### src/rtl/serial_pattern_gen.sv
// Serial pattern / PRBS7 source feeding the "01" detector's a/en inputs.
// Bits advance only on en strobes; done pulses in the first IDLE cycle after a transmission.
module serial_pattern_gen #(
  parameter int W  = 8,
  parameter int LW = $clog2(W + 1)
) (
  input  logic          clk,
  input  logic          reset,
  input  logic          en,
  input  logic          load_valid,
  output logic          load_ready,
  input  logic [W-1:0]  load_data,
  input  logic [LW-1:0] load_len,
  input  logic          load_mode,
  input  logic          load_repeat,
  input  logic          stop,
  output logic          a,
  output logic          a_valid,
  output logic          busy,
  output logic          done
);

  typedef enum logic [1:0] {IDLE, SEND, PRBS} state_t;

  localparam logic [LW-1:0] FULL_LEN = LW'(W);
  localparam logic [LW-1:0] ONE_LEN  = LW'(1);
  localparam logic [6:0]    LFSR_SEED = 7'h01;

  state_t        r_state;
  state_t        w_next;
  logic [W-1:0]  r_shreg;
  logic [W-1:0]  r_word;
  logic [LW-1:0] r_cnt;
  logic [LW-1:0] r_len;
  logic          r_repeat;
  logic [6:0]    r_lfsr;
  logic          r_done;
  logic          w_accept;
  logic          w_lastBit;
  logic [LW-1:0] w_effLen;

  assign w_accept  = load_valid && (r_state == IDLE);
  assign w_lastBit = (r_cnt == ONE_LEN);
  // Zero or oversize lengths fall back to the full word.
  assign w_effLen  = ((load_len == '0) || (load_len > FULL_LEN)) ? FULL_LEN : load_len;
  assign done      = r_done;

  always_ff @(posedge clk or posedge reset) begin
    if (reset) r_state <= IDLE;
    else       r_state <= w_next;
  end

  always_comb begin
    w_next = r_state;
    case (r_state)
      IDLE:    if (w_accept) w_next = load_mode ? PRBS : SEND;
      SEND:    if (en && (stop || (w_lastBit && !r_repeat))) w_next = IDLE;
      PRBS:    if (en && stop) w_next = IDLE;
      default: w_next = IDLE;
    endcase
  end

  always_comb begin
    load_ready = 1'b0;
    a          = 1'b0;
    a_valid    = 1'b0;
    busy       = 1'b1;
    case (r_state)
      IDLE: begin
        load_ready = 1'b1;
        busy       = 1'b0;
      end
      SEND: begin
        a       = r_shreg[W-1];
        a_valid = 1'b1;
      end
      PRBS: begin
        a       = r_lfsr[6];
        a_valid = 1'b1;
      end
      default: begin
        load_ready = 1'b0;
        busy       = 1'b0;
      end
    endcase
  end

  always_ff @(posedge clk or posedge reset) begin
    if (reset) begin
      r_shreg  <= '0;
      r_word   <= '0;
      r_cnt    <= '0;
      r_len    <= '0;
      r_repeat <= 1'b0;
      r_lfsr   <= LFSR_SEED;
      r_done   <= 1'b0;
    end else begin
      r_done <= (r_state != IDLE) && (w_next == IDLE);
      case (r_state)
        IDLE: begin
          if (w_accept && !load_mode) begin
            r_shreg  <= load_data;
            r_word   <= load_data;
            r_cnt    <= w_effLen;
            r_len    <= w_effLen;
            r_repeat <= load_repeat;
          end else if (w_accept) begin
            r_lfsr <= LFSR_SEED;
          end
        end
        SEND: begin
          // Repeat mode reloads on the last bit unless a stop arrives with it.
          if (en && w_lastBit && r_repeat && !stop) begin
            r_shreg <= r_word;
            r_cnt   <= r_len;
          end else if (en) begin
            r_shreg <= {r_shreg[W-2:0], 1'b0};
            r_cnt   <= r_cnt - ONE_LEN;
          end
        end
        PRBS: begin
          if (en) r_lfsr <= {r_lfsr[5:0], r_lfsr[6] ^ r_lfsr[5]};
        end
        default: r_lfsr <= r_lfsr;
      endcase
    end
  end

endmodule
### config.mk
export PLATFORM = sky130hd
export DESIGN_NAME = serial_pattern_gen
export DESIGN_NICKNAME = d
export VERILOG_FILES = /design/src/rtl/serial_pattern_gen.sv
export SDC_FILE = /design/constraint.sdc
export NUM_CORES = 1
export LEC_CHECK = 0
export BUFFER_PORTS_ARGS = -buffer_cell sky130_fd_sc_hd__buf_2
export CAP_MARGIN = 20
export CORE_MARGIN = 8
export CORE_UTILIZATION = 30
export DETAILED_ROUTE_END_ITERATION = 12
export GPL_TIMING_DRIVEN = 1
export PLACE_DENSITY = 0.47
export SKIP_LAST_GASP = 1
export SLEW_MARGIN = 20
export SYNTH_ARGS = -nofsm -noshare
export SYNTH_HDL_FRONTEND = slang
export SYNTH_SLANG_ARGS = --single-unit
### constraint.sdc
create_clock -name clk -period 1.6 [get_ports clk]
set_clock_uncertainty 0.05 [all_clocks]
set_input_delay 0.24 -clock clk [delete_from_list [all_inputs] [get_ports clk]]
set_output_delay 0.24 -clock clk [all_outputs]
set_load 0.01 [all_outputs]
==> results of run 1 <==
critical path, stage by stage, from the launching register on:
cell and delay, ns:
dfrtp_1 0.40, buf_6 0.13, ha_4 0.15, buf_6 0.11, a22oi_2 0.14, nor2b_1 0.06
buf_2 0.13
power breakdown:
part           total (mW)  leakage, nW  internal, mW  switching (mW)
sequential           1.56        0.431          1.28           0.275
combinational        3.61        0.799          1.97            1.64
clock               0.801       0.0581         0.464           0.337
Yosys cell counts (2+ instances only):
master | n | area share (%)
nand2b_1 | 6 | 2.0
a21oi_1 | 4 | 1.1
and3_1 | 5 | 1.7
dfrtp_1 | 34 | 46
nand3_1 | 4 | 1.1
nor3_1 | 3 | 0.80
buf_2 | 6 | 1.6
nand2_1 | 8 | 1.6
a31o_2 | 2 | 0.94
a311oi_1 | 2 | 0.94
mux2i_1 | 2 | 1.1
o221ai_1 | 2 | 0.94
o22a_1 | 2 | 0.94
o22ai_1 | 7 | 2.3
o21ai_0 | 13 | 3.5
xnor2_1 | 3 | 1.4
a21oi_2 | 2 | 0.94
nor2b_1 | 5 | 1.7
a211oi_1 | 6 | 2.4
ha_1 | 6 | 4.0
nor2_1 | 7 | 1.4
a31oi_1 | 2 | 0.67
mux2_2 | 8 | 4.8
inv_1 | 16 | 3.2
o211a_1 | 2 | 1.1
clkbuf_1 | 2 | 0.40
o21ai_1 | 8 | 2.1
buf_4 | 2 | 0.80
cell families (layout without fill, tap and decap cells):
| kind of cell | after synthesis | in the layout |
|---|---|---|
| DFF | 35 | 35 |
| buffers and inverters | 28 | 91 |
| muxes | 11 | 11 |
| xor gates and xnor gates | 3 | 3 |
| adders and majority gates | 6 | 6 |
| AOI/OAI and AO/OA | 57 | 57 |
| and+or+nand+nor | 45 | 47 |
registers in the layout (all words and copies together) (netlist names):
| signal | count |
|---|---|
| done | 1 |
| r_word | 8 |
| r_len | 4 |
| r_shreg | 8 |
| r_cnt | 4 |
| r_lfsr | 7 |
| r_repeat | 1 |
| r_state | 2 |
timing repair:
action	4_1_cts	5_1_grt
resized for setup	16	49
cloned	2	3
pin swaps	2	15
endpoints found under the setup margin	18	24
setup buffers	5	8
final timing paths:
kind	endpoint	from	slack, ns	depth (start not counted)
setup / recovery	a	r_state[1]	-0.1	6
hold / removal	r_cnt[0]	reset	0.003	3
setup reg to reg	r_lfsr[2]	r_state[1]	-0.04	8
hold reg to reg	r_len[2]	r_len[2]	0.46	2
max in group asynchronous	r_state[0]	reset	1.14	3
min in group clk	r_word[0]	load_data[0]	0.14	2
routing by layer:
metal	vias to the layer above	share of wire, %	global-route usage [%]
li1	800	-	-
met3	7	3.9	3.17
met1	801	44	13.9
met4	0	1.4	4.03
met2	28	51	18.5
met5	-	0	0
stage by stage:
stage | util (%) | TNS, ns | setup slack, ns
after detailed placement | 38.2 | -0.334 | -0.0467
final | 47.8 | -0.206 | -0.0963
after CTS | 42.0 | -0.220 | -0.113
after floorplan | - | 0 | 0.00516
after global placement | 38.2 | -0.265 | -0.0639
after global routing | 47.8 | -1.62 | -0.166
layout make-up:
class                   instances  area, µm²
clock inverters                 3       43.8
inverters                      17       68.8
well taps                      75       93.8
fillers                       560       3110
repair buffers                 66        552
flip-flops and latches         35        878
clock buffers                   5       68.8
multi-input cells             124       1140
==> impl_metrics.csv, run 1 <==
group,metric,value,unit
outcome,outcome,"finished, violations left",
outcome,violations,"negative setup slack",
sta,worstMarginPinSlew,0.471,ns
pwr,power.leakage,1.29,nW
clock_network,root_buffer,"clkbuf_8",
clock_network,clock-sinks,35,
grt,grt_max_degree,36,
sta,rsz0062_at_grt,"true",
sta,fin_crit_sh,106,%
finish,antennaDiodeCount,0,
placement,dpl.hpwl,3.20,mm
critical_path,cp-end-kind,"output port",
worst_hold_path,hold_path.class,"in2async",
yosys,ys_ff_latch,35,
yosys,synth_flop_cell,"dfrtp_1",
yosys,synth_compound_area_share,20.3,%
yosys,synth-xor-area-share,1.41,%
floorplan,die_w,94.9,µm
yosys,syn_area,1870,µm²
drt,post_drt_wl_per_cell,16.4,µm
sta,hold_ws,0.00304,ns
placement,placed_cell_area,2270,µm²
sta,maxSlewViolCount,0,
yosys,synth_top_family_by_area,"compound AO/OA/AOI/OAI gates",
finish,syn2layout_area_growth,52.2,%
yosys,yosys_warnings,0,
yosys,avgSynthCellArea,10.1,µm²
critical_path,cp_max_fo,2,
finish,layout_common_cells,"33 x dfrtp_1, 27 x buf_4, 23 x buf_2, 13 x inv_1, 11 x buf_6",
drt,drc,0,
clock_network,holdBufCountCts,0,
grt,grt.overflow.total,0,
drt,routed_wl,5.33,mm
job,drv_cap,0,
clock_network,tritoncts,"built",
yosys,ys_types,44,
pwr,power_density,2100,nW/µm²
grt,antenna_found_initial,0,
finish,fin_nets,274,
clock_network,clkTransAtPathRegs,0.08,ns
yosys,async_flop_share,100,%
clock_network,clk_latency,0.29,ns
grt,grt_pass1_wl,7.94,mm
yosys,muxShareOfSynthArea,6.50,%
sta,worst_slack,-0.0963,ns
grt,grt_usage,11.3,%
floorplan,ioPinCount,24,
yosys,synth_simple_gate_area_share,14.0,%
placement,gp_congestion,0.746,
sta,min_period,1.70,ns
floorplan,die_h,94.9,µm
floorplan,dieArea,9010,µm²
finish,drive_gt1_share,52.8,%
sta,max_slew_margin,68.6,%
yosys,syn_inst,185,
clock_network,clock_path_buffers,2,
finish,fin_cells,325,
pwr,ir_worst_vdd,0.00108,V
critical_path,crit_arrival,1.41,ns
yosys,synth_fp_nets,210,
finish,final_common_cell,"dfrtp_1",
floorplan,core,5960,µm²
yosys,synth-edff-count,0,
clock_network,htree_levels,2,
drt,vias_per_cell,5.03,
yosys,yosys.area_share.adder,4.02,%
sta,setup_violations,8,
sta,fmax,590,MHz
drt,antenna_left,0,
drt,drt_iter0_drc,50,
placement,place_inst,299,
critical_path,required,1.31,ns
floorplan,rows,28,
pwr,finalPower,5.97,mW
placement,port_buffers,23,
critical_path,start_kind,"register",
sta,hold_violations,0,
floorplan,start_util,31.4,%
drt,dr_total_vias,1636,
critical_path,path_class,"reg2out",
drt,first_pass_iters,4,
grt,grt_pass1_vias,1636,
yosys,yosysSeqAreaShare,47.0,%
finish,final_area,2840,µm²
clock_network,cts_buffers,5,
No activity file was read; power rests on OpenSTA's default activity.
==> run 2: changes to the inputs <==
--- a/config.mk
+++ b/config.mk
@@ -12,6 +12,7 @@
 export DETAILED_ROUTE_END_ITERATION = 12
 export GPL_TIMING_DRIVEN = 1
 export PLACE_DENSITY = 0.47
+export REMOVE_ABC_BUFFERS = 1
 export SKIP_LAST_GASP = 1
 export SLEW_MARGIN = 20
 export SYNTH_ARGS = -nofsm -noshare
==> run 2 against run 1 <==
Compared with the run above:
- first-iteration DRC count increased by 52%
- critical path depth unchanged
- highest routed layer unchanged
- cell count decreased by 0.92%
- hold slack worse by 0.0049 ns
- non-clock buffer count shrank 3
- the run ends with negative hold slack, negative setup slack left
- clock-buffer cell count grew 1
- largest cell class unchanged
==> impl_metrics.csv, run 2 (synthesis results as in run 1) <==
group,metric,value,unit
outcome,outcome,"finished, violations left",
outcome,violations,"negative hold slack, negative setup slack",
floorplan,ioPinCount,24,
drt,drc,0,
critical_path,path_class,"reg2out",
sta,max_slew_margin,68.2,%
drt,routed_wl,5.11,mm
finish,layout_common_cells,"33 x dfrtp_1, 24 x buf_4, 23 x buf_2, 13 x inv_1, 10 x o21ai_1",
clock_network,clk_latency,0.29,ns
sta,rsz0062_at_grt,"true",
clock_network,htree_levels,2,
clock_network,clock_path_buffers,2,
drt,first_pass_iters,4,
floorplan,die_w,94.9,µm
floorplan,start_util,31.4,%
sta,worstMarginPinSlew,0.477,ns
floorplan,dieArea,9010,µm²
grt,grt_pass1_vias,1713,
floorplan,core,5960,µm²
sta,min_period,1.63,ns
sta,setup_violations,4,
pwr,swShare,37.3,%
drt,drt_iter0_drc,76,
pwr,ir_worst_vdd,0.00120,V
finish,antennaDiodeCount,0,
clock_network,root_buffer,"clkbuf_8",
critical_path,ff2ff_path_depth,8,
critical_path,start_kind,"register",
sta,fin_crit_sh,102,%
grt,grt.overflow.total,0,
clock_network,tritoncts,"built",
finish,syn2layout_area_growth,49.6,%
critical_path,rrSetupSlack,-0.02,ns
sta,maxSlewViolCount,0,
finish,final_common_cell,"dfrtp_1",
drt,vias_per_cell,5.00,
finish,final_area,2790,µm²
pwr,power_density,2040,nW/µm²
pwr,pwr-share-comb,57.9,%
pwr,p_int,3.56,mW
drt,post_drt_wl_per_cell,15.9,µm
drt,dr_total_vias,1611,
finish,reg_top3,"r_shreg x8, r_word x8, r_lfsr x7",
sta,hold_ws,-0.00187,ns
clock_network,clkTransAtPathRegs,0.08,ns
placement,port_buffers,23,
pwr,switching_power,2.12,mW
grt,grt_max_degree,36,
placement,dpl.hpwl,3.22,mm
pwr,clock_power_share,15.0,%
job,drv_cap,0,
floorplan,die_h,94.9,µm
critical_path,crit_arrival,1.34,ns
pwr,power.leakage,1.25,nW
clock_network,clock-sinks,35,
critical_path,cp_max_fo,3,
sta,fmax,613,MHz
finish,fin_nets,271,
sta,fin_tns_setup,-0.0609,ns
sta,hold_violations,7,
grt,grt_pass1_wl,8.36,mm
grt,grt_usage,11.8,%
pwr,finalPower,5.69,mW
clock_network,cts_buffers,5,
critical_path,cp-end-kind,"output port",
finish,drive_gt1_share,50.6,%
finish,final_core_util,46.9,%
placement,gp_congestion,0.751,
worst_hold_path,hold_path.class,"in2async",
floorplan,rows,28,
sta,worst_slack,-0.0302,ns
grt,antenna_found_initial,0,
critical_path,required,1.31,ns
placement,post-place-ws,-0.125,ns
drt,antenna_left,0,
placement,placed_cell_area,2280,µm²
pwr,power_frac_seq,27.2,%
==> run 2: changes by cell type in the layout (fill, tap and decap cells not counted), moves of 3 or more <==
cell / change
buf_4: -3
buf_6: -4
o21ai_1: +3
nand3_2: -3
nand3_1: +3
==> run 2: layout make-up <==
| type | count | area (µm²) |
|---|---|---|
| clock inverters | 2 | 35.0 |
| clock buffers | 6 | 82.6 |
| flip-flops and latches | 35 | 878 |
| well taps | 75 | 93.8 |
| fillers | 580 | 3160 |
| inverters | 17 | 68.8 |
| repair buffers | 63 | 537 |
| multi-input cells | 124 | 1100 |
==> run 2: worst paths after layout <==
kind | from | to
max | r_state[1] | a
min in group clk | load_data[2] | r_word[2]
min reg2reg | r_len[3] | r_len[3]
min | reset | r_word[5]
max reg2reg | r_state[0] | r_lfsr[2]
max in group asynchronous | reset | r_state[0]
==> run 2: stage by stage <==
stage / std cells / hold slack (ns)
detailed placement: 301 / 0.332
floorplan: 174 / 0.322
global route: 322 / 0.0486
CTS: 314 / 0.0109
global placement: 301 / 0.328
finish: 322 / -0.00187
==> run 2: power groups by stage <==
stage / sequential [mW] / combinational, mW / clock [mW]
after floorplan: 1.46 / 1.34 / 0
after global placement: 1.50 / 2.40 / 0
after detailed placement: 1.50 / 2.40 / 0
after CTS: 1.50 / 2.75 / 0.870
after global routing: 1.60 / 3.61 / 0.931
final: 1.54 / 3.29 / 0.851
==> run 2: layer usage <==
layer / share of wire (%) / track usage, %
met3: 4.3 / 3.02
met1: 49 / 15.4
met4: 1.2 / 4.94
met2: 45 / 18.1
met5: 0 / 0
==> run 2: worst max-delay path, cell delays in order, from the launching register on <==
cell	delay [ns]
dfrtp_1	0.39
inv_2	0.11
ha_4	0.17
buf_6	0.11
a22oi_2	0.04
nor2b_1	0.10
buf_2	0.13
==> run 2: timing repair <==
item / CTS / global route
pin swaps: 5 / 19
buffers inserted: 4 / 4
gates resized for setup: 18 / 47
hold buffers: 0 / 0
cloned: 1 / 4
endpoints found under the setup margin: 27 / 36
